### config.mk
export PLATFORM = sky130hd
export DESIGN_NAME = data_mem_arbiter
export DESIGN_NICKNAME = d
export VERILOG_FILES = /design/src/rtl/data_mem_arbiter.sv
export SDC_FILE = /design/constraint.sdc
export NUM_CORES = 1
export LEC_CHECK = 0
export CORE_ASPECT_RATIO = 0.5
export CORE_MARGIN = 2
export CORE_UTILIZATION = 25
export DETAILED_ROUTE_END_ITERATION = 10
export PLACE_DENSITY = 0.65
export SYNTH_ARGS = -nofsm -noshare
export SYNTH_HDL_FRONTEND = slang
export SYNTH_SLANG_ARGS = --single-unit
### constraint.sdc
create_clock -name clk -period 1.3 [get_ports clk]
set_input_delay 0.26 -clock clk [delete_from_list [all_inputs] [get_ports clk]]
set_output_delay 0.26 -clock clk [all_outputs]
set_load 0.005 [all_outputs]
### src/rtl/data_mem_arbiter.sv
// Two-port arbiter in front of a single-ported data memory.
// The winner's request is latched in IDLE, the memory strobe is issued
// in ACCESS, and the requester is acknowledged in RESP. All outputs are registered.
//
// state  | meaning
// IDLE   | waiting for a request; arbitrate and latch winner
// ACCESS | memory strobe active for one cycle; read data captured
// RESP   | ack (and err when out of range) to the winner for one cycle
module data_mem_arbiter #(
  parameter int DEPTH = 64,
  parameter int AW    = 32
) (
  input  logic          clk,
  input  logic          rst_n,
  input  logic          req0,
  input  logic          req1,
  input  logic          we0,
  input  logic          we1,
  input  logic [AW-1:0] addr0,
  input  logic [AW-1:0] addr1,
  input  logic [31:0]   wdata0,
  input  logic [31:0]   wdata1,
  output logic          ack0,
  output logic          ack1,
  output logic          err0,
  output logic          err1,
  output logic [31:0]   rdata0,
  output logic [31:0]   rdata1,
  output logic [AW-1:0] memAddr,
  output logic [31:0]   memWrData,
  output logic          memWrite,
  output logic          memRead,
  input  logic [31:0]   memRdData
);

  typedef enum logic [1:0] {IDLE = 2'd0, ACCESS = 2'd1, RESP = 2'd2} state_t;

  // One extra bit so DEPTH itself is representable for any AW.
  localparam logic [AW:0] DEPTH_EXT = (AW+1)'(DEPTH);

  state_t state, state_nxt;

  logic          last_gnt, gnt, we_q, oor_q;
  logic          last_gnt_d, gnt_d, we_d, oor_d;
  logic [AW-1:0] mem_addr_d;
  logic [31:0]   mem_wr_data_d;
  logic          mem_write_d, mem_read_d;
  logic          ack0_d, ack1_d, err0_d, err1_d;
  logic [31:0]   rdata0_d, rdata1_d;

  logic          any_req, sel, sel_we, sel_oor;
  logic [AW-1:0] sel_addr;
  logic [31:0]   sel_wdata;

  // Winner selection: a lone requester wins; on a tie the port not granted last wins.
  always_comb begin
    any_req   = req0 | req1;
    sel       = (req0 && req1) ? ~last_gnt : req1;
    sel_we    = sel ? we1 : we0;
    sel_addr  = sel ? addr1 : addr0;
    sel_wdata = sel ? wdata1 : wdata0;
    sel_oor   = ({1'b0, sel_addr} >= DEPTH_EXT);
  end

  // State register.
  always_ff @(posedge clk) begin
    if (!rst_n) state <= IDLE;
    else        state <= state_nxt;
  end

  // Next-state logic: ACCESS and RESP each last exactly one cycle.
  always_comb begin
    state_nxt = state;
    unique case (state)
      IDLE:    if (any_req) state_nxt = ACCESS;
      ACCESS:  state_nxt = RESP;
      RESP:    state_nxt = IDLE;
      default: state_nxt = IDLE;
    endcase
  end

  // Next values of the registered outputs and the latched transaction.
  always_comb begin
    last_gnt_d    = last_gnt;
    gnt_d         = gnt;
    we_d          = we_q;
    oor_d         = oor_q;
    mem_addr_d    = memAddr;
    mem_wr_data_d = memWrData;
    mem_write_d   = 1'b0;
    mem_read_d    = 1'b0;
    ack0_d        = 1'b0;
    ack1_d        = 1'b0;
    err0_d        = 1'b0;
    err1_d        = 1'b0;
    rdata0_d      = rdata0;
    rdata1_d      = rdata1;
    unique case (state)
      IDLE: begin
        if (any_req) begin
          gnt_d         = sel;
          last_gnt_d    = sel;
          we_d          = sel_we;
          oor_d         = sel_oor;
          mem_addr_d    = sel_addr;
          mem_wr_data_d = sel_wdata;
          mem_write_d   = sel_we & ~sel_oor;
          mem_read_d    = ~sel_we & ~sel_oor;
        end
      end
      ACCESS: begin
        ack0_d = ~gnt;
        ack1_d = gnt;
        err0_d = ~gnt & oor_q;
        err1_d = gnt & oor_q;
        if (!we_q) begin
          if (gnt) rdata1_d = oor_q ? 32'h0 : memRdData;
          else     rdata0_d = oor_q ? 32'h0 : memRdData;
        end
      end
      RESP:    ;
      default: ;
    endcase
  end

  // Output and transaction registers.
  always_ff @(posedge clk) begin
    if (!rst_n) begin
      last_gnt  <= 1'b1;
      gnt       <= 1'b0;
      we_q      <= 1'b0;
      oor_q     <= 1'b0;
      memAddr   <= '0;
      memWrData <= '0;
      memWrite  <= 1'b0;
      memRead   <= 1'b0;
      ack0      <= 1'b0;
      ack1      <= 1'b0;
      err0      <= 1'b0;
      err1      <= 1'b0;
      rdata0    <= '0;
      rdata1    <= '0;
    end else begin
      last_gnt  <= last_gnt_d;
      gnt       <= gnt_d;
      we_q      <= we_d;
      oor_q     <= oor_d;
      memAddr   <= mem_addr_d;
      memWrData <= mem_wr_data_d;
      memWrite  <= mem_write_d;
      memRead   <= mem_read_d;
      ack0      <= ack0_d;
      ack1      <= ack1_d;
      err0      <= err0_d;
      err1      <= err1_d;
      rdata0    <= rdata0_d;
      rdata1    <= rdata1_d;
    end
  end

endmodule

Word level (Yosys, flattened, before mapping):

Cells that the tools add are included.
W data, S select, Z words.

* register bits after elaboration: 140
* bits in latches: 0
* RAM bits: 0
* ROM bits: 0
* bits of input ports: 166
* logic and storage cells: 42
* memories: 0

* add/sub/neg operators: 0
* multiply operators: 0
* div/mod/pow operators: 0
* $lt $le $gt $ge: 1
* equal/unequal tests: 2
* shifts and indexed selects: 0
* multiplexer cells: 7
* bitwise gates (word level): 10
* reductions and logical operators: 7

Operators by type and width (number)
* $mux W32: 3
* $ge A32 B7 Y1 const B: 1
* $reduce_and A3 Y1: 3
* $not A1 Y1: 5
* $and A1 B1 Y1: 4
* $pmux W2 S2: 1
* $reduce_and A2 Y1: 2
* $eq A2 B1 Y1 const B: 1
* $logic_not A2 Y1: 1
* $mux W1: 2
* $mux W2: 1
* $ne A2 B2 Y1 const B: 1
* $logic_and A1 B1 Y1: 1
* $or A1 B1 Y1: 1

Depth between registers and ports, before layout:

Gate-level depths: netlist (run 1).

* depth after elaboration: 6
* gate-level depth with buffers: 7
* depth with buffers taken out: 4

Least setup slack after synthesis (run 1):

OpenSTA, ideal clock, no wires.

* path kind: flip-flop to flip-flop
* start point: register state[1]
* end point: register oor_q
* setup time: 0.118 ns
* arrival time: 1.250 ns
* required time: 1.182 ns
* path slack: -0.068 ns
* stages on the path, launching flop included: 5
* path buffers: 0
* period minus slack after synthesis: 1.368 ns
* cell sequence: dfxtp_1 > nor2_2 > o21ai_1 > or4_4 > o2111a_1

* word-level cells in the longest chain between the ends: 2

Ends and longest elaborated chain
* start: declaration: line 41 `state_t state, state_nxt;`
* start signal: assignment: line 68 `else state <= state_nxt;`
* $logic_not A2 Y1: line 98 `unique case (state)`
* $reduce_and A2 Y1 (no source line)
* end signal: assignment: line 147 `oor_q <= oor_d;`
* end: declaration: line 43 `logic last_gnt, gnt, we_q, oor_q;`

No other way between the ends.
A chain may end at the register's enable or synchronous reset.

Final worst setup path (run 1):

Ends and elaborated chain as after synthesis.

==> results of run 1 <==
cell type report:
class / count / area share
clock buffers: 22 / 0.0377
clock inverters: 10 / 0.0141
multi-input cells: 531 / 0.303
flip-flops and latches: 140 / 0.242
well taps: 315 / 0.0335
repair buffers: 403 / 0.370
cell families (layout without fill, tap and decap cells):
family | Yosys count | after routing
muxes | 1 | 1
buffers and inverters | 61 | 435
and+or+nand+nor | 391 | 391
DFF | 140 | 140
AOI/OAI and AO/OA | 139 | 139
cell usage after synthesis (all sizes together):
cell type,n,share of area
nor3b,1,0.0021
or4,2,0.0037
o2111a,1,0.0019
a21bo,1,0.0017
nand2b,2,0.0021
clkbuf,28,0.017
nand2,264,0.16
and3,1,0.0010
nand3,65,0.054
and2,4,0.0042
nand4,2,0.0021
and3b,1,0.0015
dfxtp,140,0.47
o21a,1,0.0012
nor4,12,0.014
a31o,1,0.0015
a21boi,66,0.082
a21oi,3,0.0025
nor2b,34,0.035
buf,33,0.028
o21ai,1,0.00083
mux2i,1,0.0017
nor2,3,0.0023
o211a,65,0.11
worst max-delay path, stage by stage (launching register included):
cell and delay, ns:
dfxtp_4 0.34, buf_4 0.13, nor2_4 0.13, o21ai_4 0.09, or4_4 0.54, o2111a_1 0.16
per-layer routing:
| layer | vias up | global-route usage | routed length [um] |
|---|---|---|---|
| met4 | 0 | 0.0978 | 978 |
| met1 | 3326 | 0.226 | 11000 |
| met3 | 69 | 0.0397 | 1120 |
| met5 | - | 0 | 0 |
| li1 | 3208 | - | - |
| met2 | 201 | 0.341 | 13100 |
state kept, by name, summed over array words and instances, names as in the netlist:
signal     cells
memAddr       32
memWrData     32
rdata0        32
rdata1        32
state          2
ack0           1
ack1           1
err0           1
err1           1
gnt            1
last_gnt       1
memRead        1
memWrite       1
oor_q          1
we_q           1
power groups by stage:
stage / sequential [mW] / combinational, mW / clock (mW)
final: 4.79 / 3.45 / 5.15
after global routing: 4.83 / 3.66 / 5.46
after CTS: 4.78 / 3.04 / 5.25
after detailed placement: 4.87 / 2.57 / 0
after global placement: 4.85 / 2.55 / 0
after floorplan: 4.88 / 0.970 / 0
stage by stage:
step	hold slack (ns)	instance area (um2)	power (mW)	worst slack (ns)	setup TNS [ns]
floorplan	0.451	6040	5.85	-0.0400	-0.0400
detailed placement	0.445	9640	7.44	-0.699	-41.91
global placement	0.442	9640	7.40	-0.682	-37.78
finish	0.212	11800	13.4	-0.208	-21.05
global route	0.225	11800	13.9	-0.268	-28.91
CTS	0.204	11100	13.1	-0.190	-10.25
worst max-delay path by stage:
stage | to | cells after the start | slack [ns]
floorplan | oor_q$_SDFFE_PN0P_ | 4 | -0.04
global placement | oor_q$_SDFFE_PN0P_ | 6 | -0.68
detailed placement | oor_q$_SDFFE_PN0P_ | 6 | -0.70
CTS | rdata1[14]$_SDFFE_PN0P_ | 7 | -0.19
global route | rdata1[14]$_SDFFE_PN0P_ | 7 | -0.27
finish | oor_q$_SDFFE_PN0P_ | 5 | -0.21
repair_timing:
item | CTS | global route
resized for setup | 348 | 208
pin swaps | 27 | 25
gates cloned | 16 | 13
buffers inserted | 21 | 10
setup endpoints to repair | 266 | 221
==> summary.md, run 1 <==
| Metric | Value |
|---|---|
| Critical Path Source | `state[1]$_SDFFE_PN0P_` |
| I/O Buffers | `approximately 300` |
| Syn Area/Cell | `8.21 um2` |
| Reg2reg end | `oor_q$_SDFFE_PN0P_` |
| Final setup violation count | `134` |
| Critical Path Fanout Max | `3` |
| Full die area | `25400 um2` |
| Layout area overhead | `95.8%` |
| Final hold violation count | `0` |
| Simple-gate share of the synthesized area | `0.287` |
| Max Slew Vio Count | `0` |
| Iter 0 DRT Violations | `approximately 340` |
| Critical Path Start Type | `flip-flop` |
| Worst setup EP type | `flip-flop` |
| Max Cap Viol | `0` |
| Critical path type | `flip-flop to flip-flop` |
| H-tree levels | `4` |
| Clock share of power | `0.384` |
| Sequential fraction of the synthesis area | `0.466` |
| GR Util All Layers | `0.193` |
| GP Congestion | `0.973` |
| Vias in the first global route | `6749` |
| Commonest non-fill, non-tap cell in the layout | `nand2_1` |
| Sw power | `3.61 mW` |
| DR vias | `6804` |
| Mux share of post-synthesis cell area | `0.00166` |
| Syn Inst Count | `~730` |
| Logic pwr share | `0.258` |
| Yosys cell types | `28` |
| Initial DRT Pass Iterations | `5` |
| Most frequent cells in the layout | `242 x nand2_1, 144 x clkdlybuf4s50_1, 102 x dfxtp_1` |
| Largest family of logic cells by synthesized area | `simple AND/OR/NAND/NOR gates` |
| RSZ-0062 raised after global routing | `yes` |
| Number of cell rows | `40` |
| PwrDens | `1140 nW/um2` |
| Failing checks | `setup timing` |
| Total global routing overflow | `0` |
| Min cycle time layout | `1.51 ns` |
| Critical path required time | `1.63 ns` |
| Adder-Cell Fraction of Synth Area | `0` |
| Hold_sp | `rst_n` |
| CTS tree | `done` |
| Final period utilization | `1.16` |
| Worst reg2reg setup slack | `-0.21 ns` |
| Clock latency on the worst-skew pair | `0.44 ns` |
| Fraction of layout cells with a size suffix above 1 | `0.293` |
| Area fraction in compound gates after synthesis | `0.200` |
| Placed insts | `1334` |
| Leak | `5.36 nW` |
| Worst Skew | `0.0115 ns` |
| Non-filler cells, final | `1421` |
| Max Fclk | `0.663 GHz` |
| Routed len/inst | `18.4 um` |
| First-pass GRT wire length | `37500 um` |
| Num ports | `300` |
| Hold-fix buffers, CTS | `0` |
| Initial antenna violation count | `0` |
| Xor/xnor share of the synthesized area | `0` |
| CTS sink count | `140` |
| Pint | `slightly below 10 mW` |
| DP Wirelength | `15800 um` |
| Nets@finish | `roughly 1300` |
| Worst-path clk slew | `0.07 ns` |
| Worst path arrival time | `between 1.5 and 2 ns` |
| Sequential Power Share | `0.358` |
| #FFs+latches synth | `140` |
| Finished Core Util | `0.494` |
| Starting Density | `0.252` |
| Peak VDD IR | `0.768 mV` |
| Reg2reg path depth | `5` |
| Pin count of the biggest net entering global routing | `77` |
| Multi-input gate area | `3560 um2` |
| Hold EP | `state[1]$_SDFFE_PN0P_` |
| Vias/cell | `4.79` |
| Area of the core | `23800 um2` |
| Switching Share | `0.269` |
| Die Ht | `114 um` |
| Post-Syn Area | `6010 um2` |
| Fillers | `2205` |
| Worst Hold Class | `input pin to flip-flop` |
| Chip Width | `between 200 and 250 um` |
| Status | `finished with violations` |
| Total Wirelength | `26200 um` |
| DRC Markers | `0` |
| Root Buffer | `clkbuf_16` |
| Seq. cell area | `2850 um2` |
| Max Root-Sink Buffers | `2` |
| Total CTS buffers | `17` |
| R2r startpoint | `state[1]$_SDFFE_PN0P_` |
| Slew HR | `0.770` |
| Setup slack after layout | `-0.208 ns` |
| Syn nets | `898` |
| Worst-Margin Slew | `0.344 ns` |
| Hold path cells | `2` |
| Yosys warning count | `0` |
| Final ANT Viol Nets | `0` |
| # diodes | `0` |
Note: power is estimated with default switching activity, not from simulation.
==> run 2: changes to the inputs <==
Settings changed: PLACE_DENSITY 0.65 to 0.63.
Clock period 1.3 ns to 1.53 ns, I/O delays scaled along.
==> summary.md, run 2 (synthesized netlist as in run 1, its figures left out) <==
| Metric | Value |
|---|---|
| Worst-Margin Slew | `0.417 ns (was 0.344 ns)` |
| Hold_sp | `rst_n (unchanged)` |
| Final hold slack | `0.263 ns (was 0.212 ns)` |
| Placed insts | `1326 (was 1334)` |
| Max Root-Sink Buffers | `2 (unchanged)` |
| Final period utilization | `1.01` |
| Final setup violation count | `2 (was 134)` |
| Min cycle time layout | `approximately 1.5 ns` |
| Final ANT Viol Nets | `0 (unchanged)` |
| R2r startpoint | `state[1]$_SDFFE_PN0P_ (unchanged)` |
| Setup slack after layout | `-0.0196 ns (was -0.208 ns)` |
| CTS sink count | `140 (unchanged)` |
| Top layer in use | `met4 (unchanged)` |
| I/O Buffers | `299 (unchanged)` |
| Peak VDD IR | `0.636 mV (was 0.768 mV)` |
| GR Util All Layers | `0.160 (was 0.193)` |
| Area of the core | `23800 um2 (unchanged)` |
| DP Wirelength | `14700 um (was 15800 um)` |
| Total CTS buffers | `17 (unchanged)` |
| Max Fclk | `0.645 GHz` |
| Max Cap Viol | `0 (unchanged)` |
| Worst reg2reg setup slack | `0.05 ns (was -0.21 ns)` |
| Final Power | `10.3 mW (was 13.4 mW)` |
| Critical path type | `input pin to flip-flop (was flip-flop to flip-flop)` |
| Seq. cell area | `2810 um2 (was 2850 um2)` |
| Critical Path Source | `addr0[28] (was state[1]$_SDFFE_PN0P_)` |
| Iter 0 DRT Violations | `360 (was 336)` |
| Non-filler cells, final | `1360 (was 1421)` |
| WL met2 | `9890 um (was 13100 um)` |
| DRC Markers | `0 (unchanged)` |
| Dpl cell area | `9590 um2 (was 9640 um2)` |
| Worst setup EP type | `flip-flop (unchanged)` |
| Chip Width | `223 um (unchanged)` |
| Max Slew Vio Count | `0 (unchanged)` |
| Die Ht | `114 um (unchanged)` |
| Slew HR | `0.722 (was 0.770)` |
| Fillers | `2363 (was 2205)` |
| Routed len/inst | `15.0 um (was 18.4 um)` |
| Num ports | `300 (unchanged)` |
| Setup slack at placement | `-0.496 ns (was -0.699 ns)` |
| Initial DRT Pass Iterations | `4 (was 5)` |
| Multi-input gate area | `3010 um2 (was 3560 um2)` |
| Finished Core Util | `0.426 (was 0.494)` |
| Metal-1 WL | `8650 um (was 11000 um)` |
| Setup TNS | `-0.0330 ns (was -21.05 ns)` |
| PwrDens | `1010 nW/um2 (was 1140 nW/um2)` |
| Total Wirelength | `20400 um (was 26200 um)` |
| Post-layout instance area | `10100 um2 (was 11800 um2)` |
| CTS tree | `done (unchanged)` |
| Clock latency on the worst-skew pair | `0.42 ns (was 0.44 ns)` |
| Number of cell rows | `40 (unchanged)` |
| Worst path arrival time | `1.86 ns (was 1.84 ns)` |
| Fraction of layout cells with a size suffix above 1 | `0.0976 (was 0.293)` |
| Most frequent cells in the layout | `264 x nand2_1, 160 x clkdlybuf4s50_1, 135 x dlygate4sd2_1 (was 242 x nand2_1, 144 x clkdlybuf4s50_1, 102 x dfxtp_1)` |
| GP Congestion | `0.895 (was 0.973)` |
| Critical path required time | `1.84 ns (was 1.63 ns)` |
| First-pass GRT wire length | `32000 um (was 37500 um)` |
| H-tree levels | `4 (unchanged)` |
| Commonest non-fill, non-tap cell in the layout | `nand2_1 (unchanged)` |
| DR vias | `6165 (was 6804)` |
| Wire length on met3 | `1130 um (was 1120 um)` |
| Worst Hold Class | `input pin to flip-flop (unchanged)` |
| Failing checks | `setup timing (unchanged)` |
| Critical Path Fanout Max | `3 (unchanged)` |
| Layout area overhead | `68.6% (was 95.8%)` |
| Pin count of the biggest net entering global routing | `71 (was 77)` |
| Root Buffer | `clkbuf_16 (unchanged)` |
| Starting Density | `0.252 (unchanged)` |
| Vias in the first global route | `6136 (was 6749)` |
| Final hold violation count | `0 (unchanged)` |
| RSZ-0062 raised after global routing | `yes (unchanged)` |
| Nets@finish | `1198 (was 1259)` |
| Initial antenna violation count | `0 (unchanged)` |
| Leak | `4.95 nW (was 5.36 nW)` |
| # diodes | `0 (unchanged)` |
| Vias/cell | `4.53 (was 4.79)` |
| Total global routing overflow | `0 (unchanged)` |
| Status | `finished with violations (unchanged)` |
| Full die area | `25400 um2 (unchanged)` |
| Critical Path Start Type | `input pin (was flip-flop)` |
| Worst-path clk slew | `0.07 ns (about the same)` |
| Worst Skew | `0.00928 ns (was 0.0115 ns)` |
==> run 2: final cells by class <==
| class | instances | share of cell area |
|---|---|---|
| tap | 315 | 0.0389 |
| sequential | 140 | 0.278 |
| clock inverter | 13 | 0.0153 |
| timing repair buffer | 342 | 0.327 |
| multi-input combinational | 531 | 0.297 |
| clock buffer | 19 | 0.0447 |
==> run 2: final timing paths <==
| kind | cells past startpoint | end |
|---|---|---|
| worst min register to register | 2 | rdata1[11]$_SDFFE_PN0P_ |
| worst max register to register | 4 | oor_q$_SDFFE_PN0P_ |
| worst min-delay path | 2 | state[1]$_SDFFE_PN0P_ |
| worst max-delay path | 5 | oor_q$_SDFFE_PN0P_ |
==> run 2: power by group <==
part / total [mW] / switching [mW] / internal (mW) / leakage [nW]
sequential: 4.04 / 0.129 / 3.92 / 1.15
clock: 4.24 / 1.71 / 2.53 / 0.301
combinational: 2.00 / 0.894 / 1.11 / 3.49
==> run 2: layer usage <==
metal  up-vias  GRT usage
met5         -          0
met4         0     0.0778
li1       3072          -
met1      2860      0.180
met3        41     0.0456
met2       192      0.282
==> run 2: what timing repair did <==
item	in CTS	in global routing
resized for setup	149	13
pin swaps	1	3
cloned	0	1
endpoints found under the setup margin	139	12
hold buffers	0	0
setup buffers	0	1
==> run 2: worst max-delay path, cell delays in order <==
cell and delay (ns):
clkdlybuf4s50_1 0.42, nor4_1 0.39, nand4_1 0.15, or4_4 0.45
o2111a_1 0.15
